**src/rtl/timer_ctrl_if.sv**
```systemverilog
// -----------------------------------------------------------------------------
// timer_ctrl_if
//
// Bundles the signals between the mm:ss countdown sequencer and the outside
// world: the operator side (digit entry, start/stop strobes, status flags) and
// the four-digit BCD down-counter chain (preset data, load strobe, count
// enable, zero flag).
//
// Signals:
//   digit[3:0]   BCD digit to shift into the preset
//   digit_valid  one-cycle strobe qualifying digit
//   start        one-cycle strobe: start, resume or re-run
//   stop         one-cycle strobe: pause or cancel
//   chain_zero   high when all four chain counters read 0
//   preset[15:0] {min_tens, min_units, sec_tens, sec_units} to the chain
//   load_n       active-low parallel-load strobe to the chain
//   en           count enable to the chain, one-cycle pulse per tick
//   running      controller is counting
//   paused       controller is paused
//   done         countdown reached 00:00
//
// Modports:
//   slave  - the controller (timer_ctrl)
//   master - whatever drives the controller and models the chain
// -----------------------------------------------------------------------------
interface timer_ctrl_if;
  logic [3:0]  digit;
  logic        digit_valid;
  logic        start;
  logic        stop;
  logic        chain_zero;
  logic [15:0] preset;
  logic        load_n;
  logic        en;
  logic        running;
  logic        paused;
  logic        done;

  modport slave (
    input  digit, digit_valid, start, stop, chain_zero,
    output preset, load_n, en, running, paused, done
  );

  modport master (
    output digit, digit_valid, start, stop, chain_zero,
    input  preset, load_n, en, running, paused, done
  );
endinterface

```
**src/rtl/timer_ctrl.sv**
```systemverilog
// -----------------------------------------------------------------------------
// timer_ctrl
//
// Sequencing controller for a four-digit mm:ss BCD countdown chain. Collects
// the preset one BCD digit at a time, pulses the chain's active-low load
// strobe, derives the count enable from an internal tick prescaler, and
// handles start / pause / resume / cancel plus completion at 00:00.
//
// Parameters:
//   TICK_DIV  system clocks per timer tick (>= 2)
//
// Ports:
//   clk    system clock, rising edge
//   clear  synchronous active-high reset
//   bus    timer_ctrl_if.slave (digit entry, strobes, chain handshake, status)
// -----------------------------------------------------------------------------
module timer_ctrl #(
  parameter int TICK_DIV = 100
) (
  input  logic          clk,
  input  logic          clear,
  timer_ctrl_if.slave   bus
);

  localparam int              PW        = (TICK_DIV > 2) ? $clog2(TICK_DIV) : 1;
  localparam logic [PW-1:0]   TICK_LAST = PW'(TICK_DIV - 1);

  typedef enum logic [2:0] {
    IDLE,
    LOAD,
    RUN,
    PAUSE,
    DONE
  } state_t;

  state_t         state_q, state_d;
  logic [PW-1:0]  presc_q, presc_d;
  logic [15:0]    preset_q, preset_d;
  logic           load_n_q, running_q, paused_q, done_q;
  logic           en_c;
  logic           tick;
  logic           preset_ok;

  assign tick = (presc_q == TICK_LAST);

  // A preset is runnable when it is non-zero and the seconds-tens digit is a
  // legal 0..5.
  assign preset_ok = (preset_q != 16'h0000) && (preset_q[7:4] <= 4'd5);

  // ---------------------------------------------------------------------------
  // Next-state / datapath logic
  // ---------------------------------------------------------------------------
  always_comb begin
    // NOTE: every variable written here gets a default first so no path can
    // leave it unassigned and infer a latch.
    state_d  = state_q;
    presc_d  = presc_q;
    preset_d = preset_q;
    en_c     = 1'b0;

    unique case (state_q)
      IDLE: begin
        // stop beats start; a digit arriving with start is discarded and start
        // is judged against the preset as it stands.
        if (bus.start && !bus.stop && preset_ok) begin
          state_d = LOAD;
        end
        if (!bus.start && bus.digit_valid && (bus.digit <= 4'd9)) begin
          preset_d = {preset_q[11:0], bus.digit};
        end
      end

      LOAD: begin
        state_d = RUN;
        presc_d = '0;
      end

      RUN: begin
        if (bus.stop) begin
          // Prescaler held so the partial tick is conserved across the pause.
          state_d = PAUSE;
        end else begin
          presc_d = tick ? '0 : presc_q + PW'(1);
          // Never enable while the chain reads zero, so it cannot wrap to 9.
          en_c    = tick && !bus.chain_zero;
          if (bus.chain_zero) begin
            state_d = DONE;
          end
        end
      end

      PAUSE: begin
        if (bus.stop) begin
          state_d = IDLE;
        end else if (bus.start) begin
          state_d = RUN;
        end
      end

      DONE: begin
        if (bus.stop) begin
          state_d = IDLE;
        end else if (bus.start && preset_ok) begin
          state_d = LOAD;
        end
      end

      default: state_d = IDLE;
    endcase
  end

  // ---------------------------------------------------------------------------
  // State and registered outputs. Flags are registered from the next state so
  // they line up with the state they describe and are glitch-free.
  // ---------------------------------------------------------------------------
  always_ff @(posedge clk) begin
    // NOTE: sequential state uses non-blocking assignments so every register
    // samples pre-edge values regardless of statement order.
    if (clear) begin
      // NOTE: all control registers, including the preset, are reset; there
      // is no storage array here that could be left unreset.
      state_q   <= IDLE;
      presc_q   <= '0;
      preset_q  <= 16'h0000;
      load_n_q  <= 1'b1;
      running_q <= 1'b0;
      paused_q  <= 1'b0;
      done_q    <= 1'b0;
    end else begin
      state_q   <= state_d;
      presc_q   <= presc_d;
      preset_q  <= preset_d;
      load_n_q  <= (state_d != LOAD);
      running_q <= (state_d == RUN);
      paused_q  <= (state_d == PAUSE);
      done_q    <= (state_d == DONE);
    end
  end

  assign bus.preset  = preset_q;
  assign bus.load_n  = load_n_q;
  assign bus.en      = en_c;
  assign bus.running = running_q;
  assign bus.paused  = paused_q;
  assign bus.done    = done_q;

endmodule
```
**src/flat_wrapper.sv**
```systemverilog
// flat-port wrapper written by rule: the top's interface ports become plain ports
module timer_ctrl_flat 
#(
  parameter int TICK_DIV = 100
)
  (clk, clear, bus_digit, bus_digit_valid, bus_start, bus_stop, bus_chain_zero, bus_preset, bus_load_n, bus_en, bus_running, bus_paused, bus_done);
  timer_ctrl_if bus_i ();
  input  logic clk;
  input  logic clear;
  input wire logic [$bits(bus_i.digit)-1:0] bus_digit;
  input wire logic [$bits(bus_i.digit_valid)-1:0] bus_digit_valid;
  input wire logic [$bits(bus_i.start)-1:0] bus_start;
  input wire logic [$bits(bus_i.stop)-1:0] bus_stop;
  input wire logic [$bits(bus_i.chain_zero)-1:0] bus_chain_zero;
  output wire logic [$bits(bus_i.preset)-1:0] bus_preset;
  output wire logic [$bits(bus_i.load_n)-1:0] bus_load_n;
  output wire logic [$bits(bus_i.en)-1:0] bus_en;
  output wire logic [$bits(bus_i.running)-1:0] bus_running;
  output wire logic [$bits(bus_i.paused)-1:0] bus_paused;
  output wire logic [$bits(bus_i.done)-1:0] bus_done;
  assign bus_i.digit = bus_digit;
  assign bus_i.digit_valid = bus_digit_valid;
  assign bus_i.start = bus_start;
  assign bus_i.stop = bus_stop;
  assign bus_i.chain_zero = bus_chain_zero;
  assign bus_preset = bus_i.preset;
  assign bus_load_n = bus_i.load_n;
  assign bus_en = bus_i.en;
  assign bus_running = bus_i.running;
  assign bus_paused = bus_i.paused;
  assign bus_done = bus_i.done;
  timer_ctrl #(.TICK_DIV(TICK_DIV)) u_core (.clk(clk), .clear(clear), .bus(bus_i));
endmodule
```
**config.mk**
```make
export PLATFORM = sky130hd
export DESIGN_NAME = timer_ctrl_flat
export DESIGN_NICKNAME = d
export VERILOG_FILES = /design/src/rtl/timer_ctrl_if.sv /design/src/rtl/timer_ctrl.sv /design/src/flat_wrapper.sv
export SDC_FILE = /design/constraint.sdc
export NUM_CORES = 1
export LEC_CHECK = 0
export CORE_UTILIZATION = 45
export CTS_BUF_LIST = sky130_fd_sc_hd__clkbuf_8
export CTS_CLUSTER_SIZE = 20
export DETAILED_ROUTE_END_ITERATION = 10
export MAX_ROUTING_LAYER = met4
export PLACE_DENSITY = 0.81
export RECOVER_POWER = 50
export SETUP_SLACK_MARGIN = 0.1
export SLEW_MARGIN = 20
export SYNTH_ARGS = -nofsm -noshare
export SYNTH_HDL_FRONTEND = slang
export SYNTH_SLANG_ARGS = --single-unit
```
**constraint.sdc**
```tcl
create_clock -name clk -period 1.8 [get_ports clk]
set_input_delay 0.36 -clock clk [delete_from_list [all_inputs] [get_ports clk]]
set_output_delay 0.36 -clock clk [all_outputs]
set_load 0.02 [all_outputs]
```
# Yosys cells after proc, flatten, opt, wreduce, memory -nomap -nowiden

Cells that the tools add are included.

Bits of input ports: 10
Bits in registers: 30
Logic and storage cells: 48

Reductions and logical operators: 15
Magnitude comparators: 2
Equality and inequality tests: 10
Mux-type cells: 13
$add $sub $neg: 1

Operators with widths:

| cell                                                            | number |
|---|---|
| two-way mux 3 bit                                               | 7 |
| nonzero test 16 bit                                             | 1 |
| case mux 3 bit (5 select lines)                                 | 1 |
| two-way mux 7 bit                                               | 2 |
| case mux 7 bit (2 select lines)                                 | 1 |
| equality test 3 x 2 -> 1 bit (second input constant)            | 4 |
| adder 7 x 1 -> 7 bit (second input constant)                    | 1 |
| equality test 7 bit (second input constant)                     | 1 |
| logical AND 1 bit                                               | 7 |
| equality test 3 bit (second input constant)                     | 2 |
| less-or-equal comparator 4 x 3 -> 1 bit (second input constant) | 1 |
| less-or-equal comparator 4 bit (second input constant)          | 1 |
| AND reduction 2 bit                                             | 2 |
| equality test 3 x 1 -> 1 bit (second input constant)            | 1 |
| logical NOT 1 bit                                               | 3 |
| logical NOT 3 bit                                               | 1 |
| inequality test 3 x 1 -> 1 bit (second input constant)          | 1 |
| two-way mux 1 bit                                               | 2 |
| inequality test 2 bit (second input constant)                   | 1 |
| nonzero test 2 bit                                              | 1 |

# Depth between registers and ports, before layout

Gate-level depths: netlist (run 1).

Word-level depth: 7
Mapped depth: 6
Gate-level depth less buffers: 5

# Least setup slack after synthesis (run 1)

OpenSTA, ideal clock, no wires.

Path kind: register to output
Start point: reg u_core.presc_q[2]
End point: out bus_en
Stages on the path, launching flop included: 4
Buffers on the path: 0
Path slack: -0.338 ns
Arrival time: 1.778 ns
Data required time: 1.440 ns
Cells stage by stage: dfxtp_1 > or4b_1 > or4_4 > nor3_1

Cells in the longest elaborated chain, start to end: 4

RTL lines:

| what                     | RTL line           | text |
|---|---|---|
| start: declaration       | timer_ctrl.sv:37   | `logic [PW-1:0] presc_q, presc_d;` |
| start signal: assignment | timer_ctrl.sv:131  | `presc_q <= presc_d;` |
| equality test 7 bit      | timer_ctrl.sv:44   | `assign tick = (presc_q == TICK_LAST);` |
| logical AND 1 bit        | timer_ctrl.sv:85   | `en_c = tick && !bus.chain_zero;` |
| two-way mux 1 bit        | timer_ctrl.sv:79   | `if (bus.stop) begin` |
| two-way mux 1 bit        | timer_ctrl.sv:61   | `unique case (state_q)` |
| end: declaration         | flat_wrapper.sv:17 | `output wire logic [$bits(bus_i.en)-1:0] bus_en;` |

No other way between the ends.

# Worst setup path after layout (run 1)

Start point: reg u_core.presc_q[4]
End point: out bus_en

The elaborated chain is that of the path after synthesis.

==> results.py, run 1 <==
metrics = {
    "worst_setup_path": {
        "r2r_start": "u_core.presc_q[4]$_SDFFE_PP0P_",
        "crit_end": "bus_en",
        "crit_cells": 4,
        "cp-end-kind": "output pin",
        "crit_start": "u_core.presc_q[4]$_SDFFE_PP0P_",
        "slowest_stage": "or4b_1",
        "path_cells": "or4b_1 > or4_4 > nor3_4 > buf_6",
        "path_buf_inv": 1,
        "arrival_ps": 1870,
        "cp.required_ps": 1440,
        "reg2reg_to": "u_core.presc_q[5]$_SDFFE_PP0P_",
        "cp_slowest_stage_delay_ps": 520,
        "ff2ff_setup_slack_ps": -200,
        "critical-path-top-delay-family": "simple AND/OR/NAND/NOR gates",
        "cp-start-kind": "flip-flop",
        "rr_worst_depth": 6,
        "path_class": "reg -> out",
        "worst-path-max-fanout": 2,
    },
    "floorplanning": {
        "design.core.area_sq_mm": 0.00254,
        "row_count": 18,
        "die_h_microns": 54.7,
        "dieArea_sq_mm": 0.00299,
        "die_w_microns": 54.7,
        "initial_utilization": 0.491,
        "io_pins": 31,
    },
    "global_routing": {
        "grt_pass1_wl_mm": 4.60,
        "grt_start_max_net_pins": 21,
        "antenna_found_initial": 0,
        "grt_pass1_vias": 1093,
        "grt-ovfl-total": 0,
        "grt_usage": 0.232,
    },
    "status": {
        "failed_checks": "negative setup slack",
        "outcome": "finished, violations left",
    },
    "cells_and_area": {
        "area_growth_pct": 45.0,
        "antenna_cells": 0,
        "fill_cells": 201,
        "drive_above_1_share": 0.193,
        "layout_commonest_cell": "dfxtp_1",
        "regArea_sq_um": 601,
        "nets": 191,
        "multi_input_area_sq_um": 653,
        "final_cell_mix": "dfxtp_1 (30), nor2_1 (23), clkdlybuf4s50_1 (18)",
    },
    "logic_synthesis": {
        "synth_warnings": 0,
        "syn-num-nets": 138,
        "syn_avg_cell_area_sq_um": 9.83,
        "ys_seq_elements": 30,
        "synth_area_sq_mm": 0.00125,
        "synthCells": 127,
        "synthTopCellsByArea": "dfxtp_1 (48%), mux2i_1 (13%), nor2_1 (6.9%)",
        "yosysTopAreaCell": "dfxtp_1",
        "ys_seq_area_frac": 0.481,
        "async_reset_ff_frac": 0,
        "yosysTopAreaCellShare": 0.481,
        "ys.flop_type": "dfxtp_1",
        "synth_cell_types": 31,
        "synth_edf_count": 0,
    },
    "routing": {
        "vias_per_cell": 5.46,
        "met2WireLength_mm": 1.48,
        "firstDrtPassIters": 5,
        "route.met3.wl_microns": 143,
        "wl_met1_mm": 1.29,
        "wl_mm": 2.95,
        "wl_per_cell_microns": 14.0,
        "ant_nets": 0,
        "vias": 1153,
        "drt_iter0_drc": 18,
        "highest_layer": "met4",
        "remaining_drc_errors": 0,
    },
    "clocking": {
        "cts.sinks": 30,
        "root_buffer": "clkbuf_8",
        "htree_levels": 2,
        "numCtsBuffers": 5,
        "clock_latency_ps": 280,
        "cts.clk_slew.worst_paths_ps": 60,
        "cts_tree": "built",
        "clockBufferDepth": 2,
    },
    "worst_hold_path": {
        "holdCritPathClass": "reg -> reg",
    },
    "sta": {
        "finalWorstSetupSlack_ps": -427,
        "clock_skew_ps": 4.12,
        "slew_violations": 0,
        "whs_ps": 538,
        "fin_crit_sh": 1.24,
        "relSlewSlack": 0.720,
        "rsz0062_at_grt": "true",
        "final-hold-violation-count": 0,
        "worst_slew_pin_slew_ps": 418,
        "fin_crit_ps": 2230,
        "max_freq_mhz": 449,
        "tns_ps": -1700,
        "setup_viol": 8,
    },
    "run": {
        "maxCapViolations": 0,
    },
    "placed_design": {
        "port_buffers": 30,
        "gp_congestion": 0.802,
        "pre_cts_ws_ps": -673,
        "dp_hpwl_mm": 2.11,
    },
    "pwr": {
        "fin_total_pwr_mw": 1.35,
        "pwr_density_cell_mw_per_mm2": 748,
        "vdd_drop_max_uv": 605,
        "p_leak_nw": 0.790,
    },
}
-- worst min-delay path by stage --
| stage | start | to | slack [ps] | cells past startpoint |
|---|---|---|---|---|
| 2_1_floorplan | clear | u_core.state_q[1]$_SDFF_PP0_ | 440 | 1 |
| 3_3_place_gp | u_core.presc_q[6]$_SDFFE_PP0P_ | u_core.presc_q[6]$_SDFFE_PP0P_ | 460 | 2 |
| 3_5_place_dp | u_core.presc_q[6]$_SDFFE_PP0P_ | u_core.presc_q[6]$_SDFFE_PP0P_ | 480 | 2 |
| 4_1_cts | u_core.presc_q[6]$_SDFFE_PP0P_ | u_core.presc_q[6]$_SDFFE_PP0P_ | 520 | 2 |
| 5_1_grt | u_core.presc_q[6]$_SDFFE_PP0P_ | u_core.presc_q[6]$_SDFFE_PP0P_ | 560 | 2 |
| 6_report | u_core.presc_q[6]$_SDFFE_PP0P_ | u_core.presc_q[6]$_SDFFE_PP0P_ | 540 | 2 |
-- Yosys cell counts, types with 2 or more instances --
cell type / count
a21oi_1: 4
o2bb2ai_1: 2
dfxtp_1: 30
nor3b_1: 2
o2111ai_1: 2
nor4_1: 6
mux2i_1: 16
clkbuf_1: 2
xor2_1: 4
nor2_1: 23
o21ai_0: 6
nand3_1: 2
or3_1: 4
buf_2: 2
nand2_1: 4
nand2b_1: 2
nor2b_1: 2
-- registers in the layout, summed over array words and instances, names as in the netlist --
signal and flops:
u_core.bus.paused 1, u_core.bus.done 1, u_core.state_q 3, u_core.bus.running 1, u_core.presc_q 7, u_core.bus.load_n 1, u_core.bus.preset 16
-- layout make-up --
cell class,instances,share of cell area
flip-flops and latches,30,0.332
clock buffers,6,0.0456
well taps,30,0.0207
repair buffers,50,0.236
clock inverters,2,0.00484
multi-input cells,93,0.361
-- logic make-up after synthesis --
| group | count (synthesis) | share of synthesized area |
|---|---|---|
| adder cells (fa/ha/maj) | 1 | 0.0100 |
| flip-flops | 30 | 0.481 |
| AND/OR/NAND/NOR | 55 | 0.244 |
| buffers and inverters | 4 | 0.0140 |
| multiplexers | 16 | 0.128 |
| AO/OA/AOI/OAI | 17 | 0.0942 |
| XOR/XNOR | 4 | 0.0281 |
-- where the power goes --
group | leakage, nW | total (mW) | switching (mW) | internal [mW]
combinational | 0.495 | 0.138 | 0.0706 | 0.0676
sequential | 0.242 | 0.683 | 0.00817 | 0.675
clock | 0.0524 | 0.533 | 0.231 | 0.302
-- repair_timing --
item,4_1_cts,5_1_grt
hold buffers,0,0
buffers inserted,1,0
gates cloned,0,0
endpoints found under the setup margin,9,11
resized for setup,10,4
pin swaps,5,1
endpoints found under the hold margin,0,0
-- worst min-delay path, cell delays in order, from the launching register on --
cell and delay (ps):
dfxtp_1 320, o21ai_0 110, a21oi_2 60
-- through the flow --
| step | util | instance area, sq um | std cells |
|---|---|---|---|
| after floorplan | - | 1260 | 127 |
| after global placement | 0.677 | 1720 | 202 |
| after detailed placement | 0.677 | 1720 | 202 |
| after CTS | 0.720 | 1830 | 211 |
| after global routing | 0.711 | 1810 | 211 |
| final | 0.711 | 1810 | 211 |
-- metal layers --
metal	global-route usage	vias up
met2	0.400	30
met4	0.0769	0
met1	0.242	552
met5	-	-
met3	0.0833	5
li1	-	566
Note: power is estimated with default switching activity, not from simulation.
==> run 2: changes to the inputs <==
--- a/config.mk
+++ b/config.mk
@@ -5,6 +5,7 @@
 export SDC_FILE = /design/constraint.sdc
 export NUM_CORES = 1
 export LEC_CHECK = 0
+export CORE_MARGIN = 8
 export CORE_UTILIZATION = 45
 export CTS_BUF_LIST = sky130_fd_sc_hd__clkbuf_8
 export CTS_CLUSTER_SIZE = 20
==> run 2 against run 1 <==
  * The flow still finishes with violations (negative setup slack)
  * Clock power up 2%
  * Maximum frequency shrank 0.11%
  * Die area rose by 58%
  * Count of clock-buffer cells in the layout unchanged
  * Via count rose by 0.43%
  * Highest routed layer unchanged
  * Clock skew increased by 5.8 ps
==> results.py, run 2 (synthesized netlist as in run 1, its figures left out) <==
metrics = {
    "sta": {
        "relSlewSlack": 0.766,
        "final-hold-violation-count": 0,
        "finalWorstSetupSlack_ps": -429,
        "rsz0062_at_grt": "true",
        "tns_ps": -1070,
        "worst_slew_pin_slew_ps": 348,
        "setup_viol": 8,
        "slew_violations": 0,
        "fin_crit_ps": 2230,
        "clock_skew_ps": 9.90,
        "max_freq_mhz": 449,
        "fin_crit_sh": 1.24,
    },
    "routing": {
        "firstDrtPassIters": 4,
        "vias": 1158,
        "ant_nets": 0,
        "vias_per_cell": 5.39,
        "wl_per_cell_microns": 14.7,
        "remaining_drc_errors": 0,
        "wl_mm": 3.16,
        "drt_iter0_drc": 44,
    },
    "run": {
        "maxCapViolations": 0,
    },
    "floorplanning": {
        "io_pins": 31,
        "die_h_microns": 68.7,
        "dieArea_sq_mm": 0.00472,
        "die_w_microns": 68.7,
        "initial_utilization": 0.465,
        "design.core.area_sq_mm": 0.00269,
        "row_count": 19,
    },
    "placed_design": {
        "port_buffers": 30,
        "dp_hpwl_mm": 2.32,
        "gp_congestion": 0.842,
    },
    "clocking": {
        "cts_tree": "built",
        "root_buffer": "clkbuf_8",
        "cts.sinks": 30,
        "hold_buffers": 0,
        "numCtsBuffers": 5,
        "cts.clk_slew.worst_paths_ps": 60,
        "htree_levels": 2,
        "clockBufferDepth": 2,
        "clock_latency_ps": 280,
    },
    "worst_hold_path": {
        "holdPathStages": 2,
        "hp-start": "u_core.bus.preset[12]$_SDFFE_PP0P_",
        "holdCritPathClass": "reg -> reg",
    },
    "pwr": {
        "p_leak_nw": 0.799,
        "fin_total_pwr_mw": 1.36,
        "pwr_density_cell_mw_per_mm2": 751,
        "vdd_drop_max_uv": 614,
    },
    "cells_and_area": {
        "final_core_util": 0.674,
        "antenna_cells": 0,
        "largest_reg_flops": 16,
        "layout_commonest_cell": "dfxtp_1",
        "area_growth_pct": 45.1,
        "nets": 194,
        "final_cell_mix": "dfxtp_1 (29), nor2_1 (23), buf_4 (20)",
        "drive_above_1_share": 0.217,
    },
    "worst_setup_path": {
        "path_buf_inv": 1,
        "worst-path-max-fanout": 2,
        "critical-path-top-delay-family": "simple AND/OR/NAND/NOR gates",
        "cp_slowest_stage_delay_ps": 530,
        "cp-end-kind": "output pin",
        "crit_cells": 4,
        "arrival_ps": 1870,
        "crit_start": "u_core.presc_q[4]$_SDFFE_PP0P_",
        "path_cells": "or4b_1 > or4_4 > nor3_4 > buf_6",
        "rr_worst_depth": 5,
        "r2r_start": "u_core.presc_q[4]$_SDFFE_PP0P_",
        "cp-start-kind": "flip-flop",
        "path_class": "reg -> out",
        "slowest_stage": "or4b_1",
        "cp.required_ps": 1440,
    },
    "global_routing": {
        "grt_pass1_wl_mm": 5.29,
        "grt-ovfl-total": 0,
        "grt_pass1_vias": 1161,
        "grt_start_max_net_pins": 21,
        "antenna_found_initial": 0,
        "grt_usage": 0.157,
    },
    "status": {
        "outcome": "finished, violations left",
        "failed_checks": "negative setup slack",
    },
}
## run 2: through the flow
step / hold WS [ps] / area, sq um / instances / worst slack [ps]
6_report: 546 / 1810 / 215 / -429
5_1_grt: 577 / 1810 / 215 / -480
4_1_cts: 550 / 1850 / 214 / -412
3_5_place_dp: 540 / 1740 / 205 / -690
3_3_place_gp: 503 / 1740 / 205 / -667
2_1_floorplan: 445 / 1260 / 127 / -117
## run 2: final cells by class
cell class | count | area, sq um
clock buffer | 6 | 82.6
tap | 31 | 38.8
multi-input combinational | 93 | 653
fill | 219 | 875
clock inverter | 2 | 8.76
timing repair buffer | 53 | 427
sequential | 30 | 602
## run 2: repair_timing
item / in CTS / in global routing
resized for setup: 12 / 7
setup buffers: 1 / 1
pin swaps: 6 / 2
endpoints found under the setup margin: 9 / 15
## run 2: metal layers
metal | share of wire | GRT usage
met2 | 0.52 | 0.265
met5 | 0 | -
met4 | 0.020 | 0.0691
met3 | 0.055 | 0.0679
met1 | 0.41 | 0.154
## run 2: path summary, 6_finish.rpt
kind | end | slack (ps)
setup / recovery | bus_en | -430
hold / removal | u_core.bus.preset[12]$_SDFFE_PP0P_ | 550
setup reg to reg | u_core.presc_q[3]$_SDFFE_PP0P_ | -110
hold reg to reg | u_core.bus.preset[12]$_SDFFE_PP0P_ | 550
## run 2: worst min-delay path, stage by stage (launching register included)
cell	delay [ps]
dfxtp_1	350
mux2i_1	80
nor2_1	80
## run 2: where the power goes
part	switching (mW)	total, mW	leakage, nW	internal, mW
registers	0.00812	0.683	0.243	0.675
logic	0.0703	0.137	0.504	0.0663
clock network	0.239	0.541	0.0524	0.302
total	0.317	1.36	0.799	1.04
